File: src/rtl/gpo_sevenseg_if.sv
// Bundle between the GPO register side and the seven-segment display driver.
// The master drives the value and enable; the driver returns the pin-level outputs.
interface gpo_sevenseg_if;
  logic       en;
  logic [7:0] gpo_in;
  logic [6:0] seg_n;
  logic       dp_n;
  logic [1:0] an_n;

  modport master (
    output en,
    output gpo_in,
    input  seg_n,
    input  dp_n,
    input  an_n
  );

  modport slave (
    input  en,
    input  gpo_in,
    output seg_n,
    output dp_n,
    output an_n
  );
endinterface

File: src/rtl/gpo_sevenseg.sv
// Two-digit common-anode hex display driver for the GPO register, with a guard
// interval at the start of every digit slot and frame-synchronous value latching.
module gpo_sevenseg #(
  parameter int DIV   = 50000,
  parameter int GUARD = 500,
  parameter int LZB   = 0
) (
  input logic            clk,
  input logic            rst_n,
  gpo_sevenseg_if.slave  bus
);

  localparam int CW = (DIV > 2) ? $clog2(DIV) : 1;
  localparam logic [CW-1:0] CNT_MAX = CW'(DIV - 1);

  typedef enum logic {
    DIG_LO = 1'b0,
    DIG_HI = 1'b1
  } dig_t;

  logic [CW-1:0] cnt;
  dig_t          dig;
  logic [7:0]    shown;
  logic [6:0]    seg_q;
  logic [1:0]    an_q;
  logic          dp_q;

  logic          in_guard;
  logic          lzb_blank;
  logic [3:0]    nibble;

  function automatic logic [6:0] hex_to_seg(input logic [3:0] v);
    logic [6:0] s;
    case (v)
      4'h0: s = 7'b1000000;
      4'h1: s = 7'b1111001;
      4'h2: s = 7'b0100100;
      4'h3: s = 7'b0110000;
      4'h4: s = 7'b0011001;
      4'h5: s = 7'b0010010;
      4'h6: s = 7'b0000010;
      4'h7: s = 7'b1111000;
      4'h8: s = 7'b0000000;
      4'h9: s = 7'b0010000;
      4'hA: s = 7'b0001000;
      4'hB: s = 7'b0000011;
      4'hC: s = 7'b1000110;
      4'hD: s = 7'b0100001;
      4'hE: s = 7'b0000110;
      default: s = 7'b0001110;
    endcase
    return s;
  endfunction

  // With no guard interval the comparison would be constant, so it is elaborated away.
  generate
    if (GUARD == 0) begin : g_no_guard
      assign in_guard = 1'b0;
    end else begin : g_guard
      localparam logic [CW-1:0] GUARD_C = CW'(GUARD);
      assign in_guard = (cnt < GUARD_C);
    end
  endgenerate

  assign lzb_blank = (LZB != 0) && (dig == DIG_HI) && (shown[7:4] == 4'h0);
  assign nibble    = (dig == DIG_HI) ? shown[7:4] : shown[3:0];

  // Scanner, frame latch and registered pin drivers; outputs reflect the pre-edge scan position.
  always_ff @(posedge clk or negedge rst_n) begin
    if (!rst_n) begin
      cnt   <= '0;
      dig   <= DIG_LO;
      shown <= 8'h00;
      an_q  <= 2'b11;
      seg_q <= 7'h7F;
      dp_q  <= 1'b1;
    end else if (!bus.en) begin
      cnt   <= '0;
      dig   <= DIG_LO;
      shown <= bus.gpo_in;
      an_q  <= 2'b11;
      seg_q <= 7'h7F;
      dp_q  <= 1'b1;
    end else begin
      dp_q <= 1'b1;
      if (in_guard || lzb_blank) begin
        an_q  <= 2'b11;
        seg_q <= 7'h7F;
      end else begin
        an_q  <= (dig == DIG_HI) ? 2'b01 : 2'b10;
        seg_q <= hex_to_seg(nibble);
      end

      if (cnt == CNT_MAX) begin
        cnt <= '0;
        dig <= (dig == DIG_HI) ? DIG_LO : DIG_HI;
        if (dig == DIG_HI) begin
          shown <= bus.gpo_in;
        end
      end else begin
        cnt <= cnt + 1'b1;
      end
    end
  end

  assign bus.an_n  = an_q;
  assign bus.seg_n = seg_q;
  assign bus.dp_n  = dp_q;

endmodule

File: src/flat_wrapper.sv
// flat-port wrapper written by rule: the top's interface ports become plain ports
module gpo_sevenseg_flat 
#(
  parameter int DIV   = 50000,
  parameter int GUARD = 500,
  parameter int LZB   = 0
)
  (clk, rst_n, bus_en, bus_gpo_in, bus_seg_n, bus_dp_n, bus_an_n);
  gpo_sevenseg_if bus_i ();
  input logic clk;
  input logic rst_n;
  input wire logic [$bits(bus_i.en)-1:0] bus_en;
  input wire logic [$bits(bus_i.gpo_in)-1:0] bus_gpo_in;
  output wire logic [$bits(bus_i.seg_n)-1:0] bus_seg_n;
  output wire logic [$bits(bus_i.dp_n)-1:0] bus_dp_n;
  output wire logic [$bits(bus_i.an_n)-1:0] bus_an_n;
  assign bus_i.en = bus_en;
  assign bus_i.gpo_in = bus_gpo_in;
  assign bus_seg_n = bus_i.seg_n;
  assign bus_dp_n = bus_i.dp_n;
  assign bus_an_n = bus_i.an_n;
  gpo_sevenseg #(.DIV(DIV), .GUARD(GUARD), .LZB(LZB)) u_core (.clk(clk), .rst_n(rst_n), .bus(bus_i));
endmodule
File: config.mk
export PLATFORM = sky130hd
export DESIGN_NAME = gpo_sevenseg_flat
export DESIGN_NICKNAME = d
export VERILOG_FILES = /design/src/rtl/gpo_sevenseg_if.sv /design/src/rtl/gpo_sevenseg.sv /design/src/flat_wrapper.sv
export SDC_FILE = /design/constraint.sdc
export NUM_CORES = 1
export LEC_CHECK = 0
export ABC_CLOCK_PERIOD_IN_PS = 1900
export CAP_MARGIN = 20
export CORE_MARGIN = 2
export CORE_UTILIZATION = 36
export DETAILED_ROUTE_END_ITERATION = 8
export MAX_ROUTING_LAYER = met4
export PLACE_DENSITY_LB_ADDON = 0.2
export SLEW_MARGIN = 30
export SYNTH_ARGS = -nofsm -noshare
export SYNTH_HDL_FRONTEND = slang
export SYNTH_SLANG_ARGS = --single-unit
File: constraint.sdc
create_clock -name clk -period 1.9 [get_ports clk]
set_input_delay 0.19 -clock clk [delete_from_list [all_inputs] [get_ports clk]]
set_output_delay 0.19 -clock clk [all_outputs]
set_load 0.05 [all_outputs]
==> flow_metrics.env, run 1 <==
export IMPL_run_status="finished, violations left"
export IMPL_violations="negative setup slack"
export IMPL_async_flop_share_pct=100
export IMPL_start_util_pct=37.2
export IMPL_root_buffer="clkbuf_8"
export IMPL_ant_nets=0
export IMPL_tns_ns=-0.436
export IMPL_grt_pass1_vias=1284
export IMPL_die_y_um=73.7
export IMPL_worst_pin_slew_ns=0.481
export IMPL_relSlewSlack_pct=67.0
export IMPL_clockBufferDepth=2
export IMPL_nNetsFinal=214
export IMPL_synth_nets=173
export IMPL_synth_common_cells="dfrtp_1, nor2_1, xnor2_1"
export IMPL_wl_um=3640
export IMPL_grt_ovfl_total=0
export IMPL_syn2layout_area_growth_pct=30.6
export IMPL_cp_start_kind="flop"
export IMPL_cts_buffers=5
export IMPL_fp_dieW_um=73.7
export IMPL_cts_tree="built"
export IMPL_preCtsSetupSlack_ns=-0.116
export IMPL_skew_ns=0.00631
export IMPL_setup_worst_path_end_class="flop"
export IMPL_arrival_ns=2.14
export IMPL_drc_errors=0
export IMPL_leakage_nw=0.970
export IMPL_hp_class="input pin to asynchronous set/reset pin"
export IMPL_grtUsageTotal_pct=15.5
export IMPL_cts_sinks=34
export IMPL_yosysTopAreaCellShare_pct=35.8
export IMPL_synth_seq_area_share_pct=49.4
export IMPL_dr_total_vias=1304
export IMPL_power_density_nw_per_um2=667
export IMPL_antenna_found_initial=0
export IMPL_num_rows=25
export IMPL_avgSynthCellArea_um2=11.3
export IMPL_internal_power_mw=1.14
export IMPL_die_area_um2=5430
export IMPL_finalHoldViolations=0
export IMPL_io_pins=21
export IMPL_path_class="flop to flop"
export IMPL_pwr_share_clk_pct=36.8
export IMPL_gp_congestion=0.859
export IMPL_critPathMaxFanout=8
export IMPL_clkTransAtPathRegs_ns=0.07
export IMPL_syn_inst=155
export IMPL_grt_start_max_net_pins=35
export IMPL_port_buffers=19
export IMPL_synth_most_common_cell="dfrtp_1"
export IMPL_timing_final_setup_violations=8
export IMPL_firstDrtPassIters=4
export IMPL_drive_gt1_share_pct=27.4
export IMPL_post_route_util_pct=48.6
export IMPL_ys_ff_latch=34
export IMPL_antenna_cells=0
export IMPL_timing_final_crit_share_pct=103
export IMPL_share_comb_of_total_power_pct=13.0
export IMPL_avgRoutedWirePerCell_um=14.5
export IMPL_cts_max_level=2
export IMPL_yosys_warnings=0
export IMPL_synth_area_leaders="dfrtp_1, dfstp_2, mux2_4, xnor2_1, ha_1"
export IMPL_drt_initial_drc_count=126
export IMPL_peakVddDrop_mv=0.321
export IMPL_rsz0062_at_grt="yes"
export IMPL_seqPwrFrac_pct=50.2
export IMPL_worstPathRequired_ns=2.08
export IMPL_coreArea_um2=4690
export IMPL_grt_pass1_wl_um=5970
export IMPL_timing_fmax_mhz=511
export IMPL_p_switching_mw=0.384
export IMPL_switching_share_pct=25.2
export IMPL_dp_hpwl_um=2470
export IMPL_synth_edf_count=0
export IMPL_clk_latency_ns=0.29
export IMPL_ys_types=36
export IMPL_slew_viol_final=0
export IMPL_period_needed_ns=1.96
export IMPL_avgViaCountPerCell=5.20
export IMPL_syn_cell_area_um2=1750
export IMPL_cap_violations=0
export IMPL_worst_slack_ns=-0.0583
export IMPL_synth_flop_cell="dfrtp_1"
export IMPL_synth_top_area_cell="dfrtp_1"
export IMPL_rr_worst_depth=5
timing repair:
item                       CTS  global route
cloned                       0             2
pin swaps                    3             3
gates resized for setup      2             4
buffers inserted             1             2
setup endpoints to repair   13            28
hold buffers                 0             0
layout make-up:
cell class,count,area (um^2)
clock inverter,1,5.00
tap,54,67.6
multi-input combinational,110,855
sequential,34,862
fill,420,2410
timing repair buffer,39,383
inverter,6,22.5
clock buffer,7,86.3
sequential cells by signal (all words and copies together), names as in the netlist:
signal and cells:
u_core.shown 8, u_core.bus.an_n 2, u_core.cnt 16, u_core.bus.seg_n 7, u_core.dig 1
worst max-delay path, cell delays in order (launching register included):
cell and delay (ns):
dfrtp_1 0.38, or4b_4 0.55, nor4_4 0.30, a21bo_1 0.18
buf_12 0.14, mux2_4 0.30
final timing paths:
path	startpoint	to	slack, ns
setup / recovery	u_core.cnt[7]	u_core.shown[6]	-0.06
hold / removal	rst_n	u_core.cnt[1]	0.30
setup reg to reg	u_core.cnt[7]	u_core.shown[6]	-0.06
hold reg to reg	u_core.cnt[0]	u_core.cnt[0]	0.50
max in group asynchronous	rst_n	u_core.bus.an_n[0]	1.26
min in group clk	u_core.cnt[0]	u_core.cnt[0]	0.50
layout by cell type, fill, tap and decap left out, drive strengths merged, types with 2 or more instances in the layout:
master,n
nand2b,2
o211ai,2
inv,6
nand2,9
mux2i,4
clkdlybuf4s50,19
dfstp,9
nand3,6
ha,7
or4,2
nor3,4
xnor2,13
o221ai,5
o21a,3
clkbuf,8
a21oi,2
dfrtp,25
nor2,20
and2,2
nand4,4
xor2,3
mux2,11
nor4,4
buf,19
layer usage:
metal	GRT usage, %	up-vias	part of all wire [%]
li1	-	623	-
met1	18.8	643	45
met2	22.8	33	48
met3	4.94	5	5.0
met4	8.08	0	2.0
met5	-	-	0
through the flow:
stage / cell area [um^2] / hold WS, ns / instances / power, mW
detailed placement: 2110 / 0.488 / 238 / 0.967
floorplan: 1750 / -0.106 / 155 / 0.893
CTS: 2220 / 0.312 / 247 / 1.53
global route: 2280 / 0.331 / 251 / 1.61
finish: 2280 / 0.298 / 251 / 1.52
global placement: 2110 / 0.473 / 238 / 0.955
kinds of logic (layout without fill, tap and decap cells):
family          after synthesis  after routing  share of synthesized area, %
compound gates               14             15                          6.16
buf+inv                      12             53                          3.51
fa+ha+maj                     7              7                          5.01
mux                          15             15                          11.1
xor+xnor                     16             16                          8.02
other cells                   1              1                         0.215
simple gates                 56             56                          16.6
flops                        34             34                          49.4
power by group through the flow:
stage | Sequential, mW | Combinational (mW) | Clock, mW
floorplan | 0.771 | 0.122 | 0
global route | 0.767 | 0.218 | 0.621
CTS | 0.764 | 0.191 | 0.579
detailed placement | 0.777 | 0.190 | 0
global placement | 0.775 | 0.181 | 0
finish | 0.764 | 0.198 | 0.560
No activity file was read; power rests on OpenSTA's default activity.
==> run 2: changes to the inputs <==
--- a/config.mk
+++ b/config.mk
@@ -6,9 +6,10 @@
 export NUM_CORES = 1
 export LEC_CHECK = 0
 export ABC_CLOCK_PERIOD_IN_PS = 1900
-export CAP_MARGIN = 20
+export CAP_MARGIN = 40
 export CORE_MARGIN = 2
 export CORE_UTILIZATION = 36
+export CTS_CLUSTER_SIZE = 12
 export DETAILED_ROUTE_END_ITERATION = 8
 export MAX_ROUTING_LAYER = met4
 export PLACE_DENSITY_LB_ADDON = 0.2
==> results of run 2 <==
Final layout, timing and power as in run 1 (identical DEF).
==> run 3: changes to the inputs <==
--- a/config.mk
+++ b/config.mk
@@ -6,7 +6,6 @@
 export NUM_CORES = 1
 export LEC_CHECK = 0
 export ABC_CLOCK_PERIOD_IN_PS = 1900
-export CAP_MARGIN = 40
 export CORE_MARGIN = 2
 export CORE_UTILIZATION = 36
 export CTS_CLUSTER_SIZE = 12
==> results of run 3 <==
Final layout, timing and power as in run 1 (identical DEF).
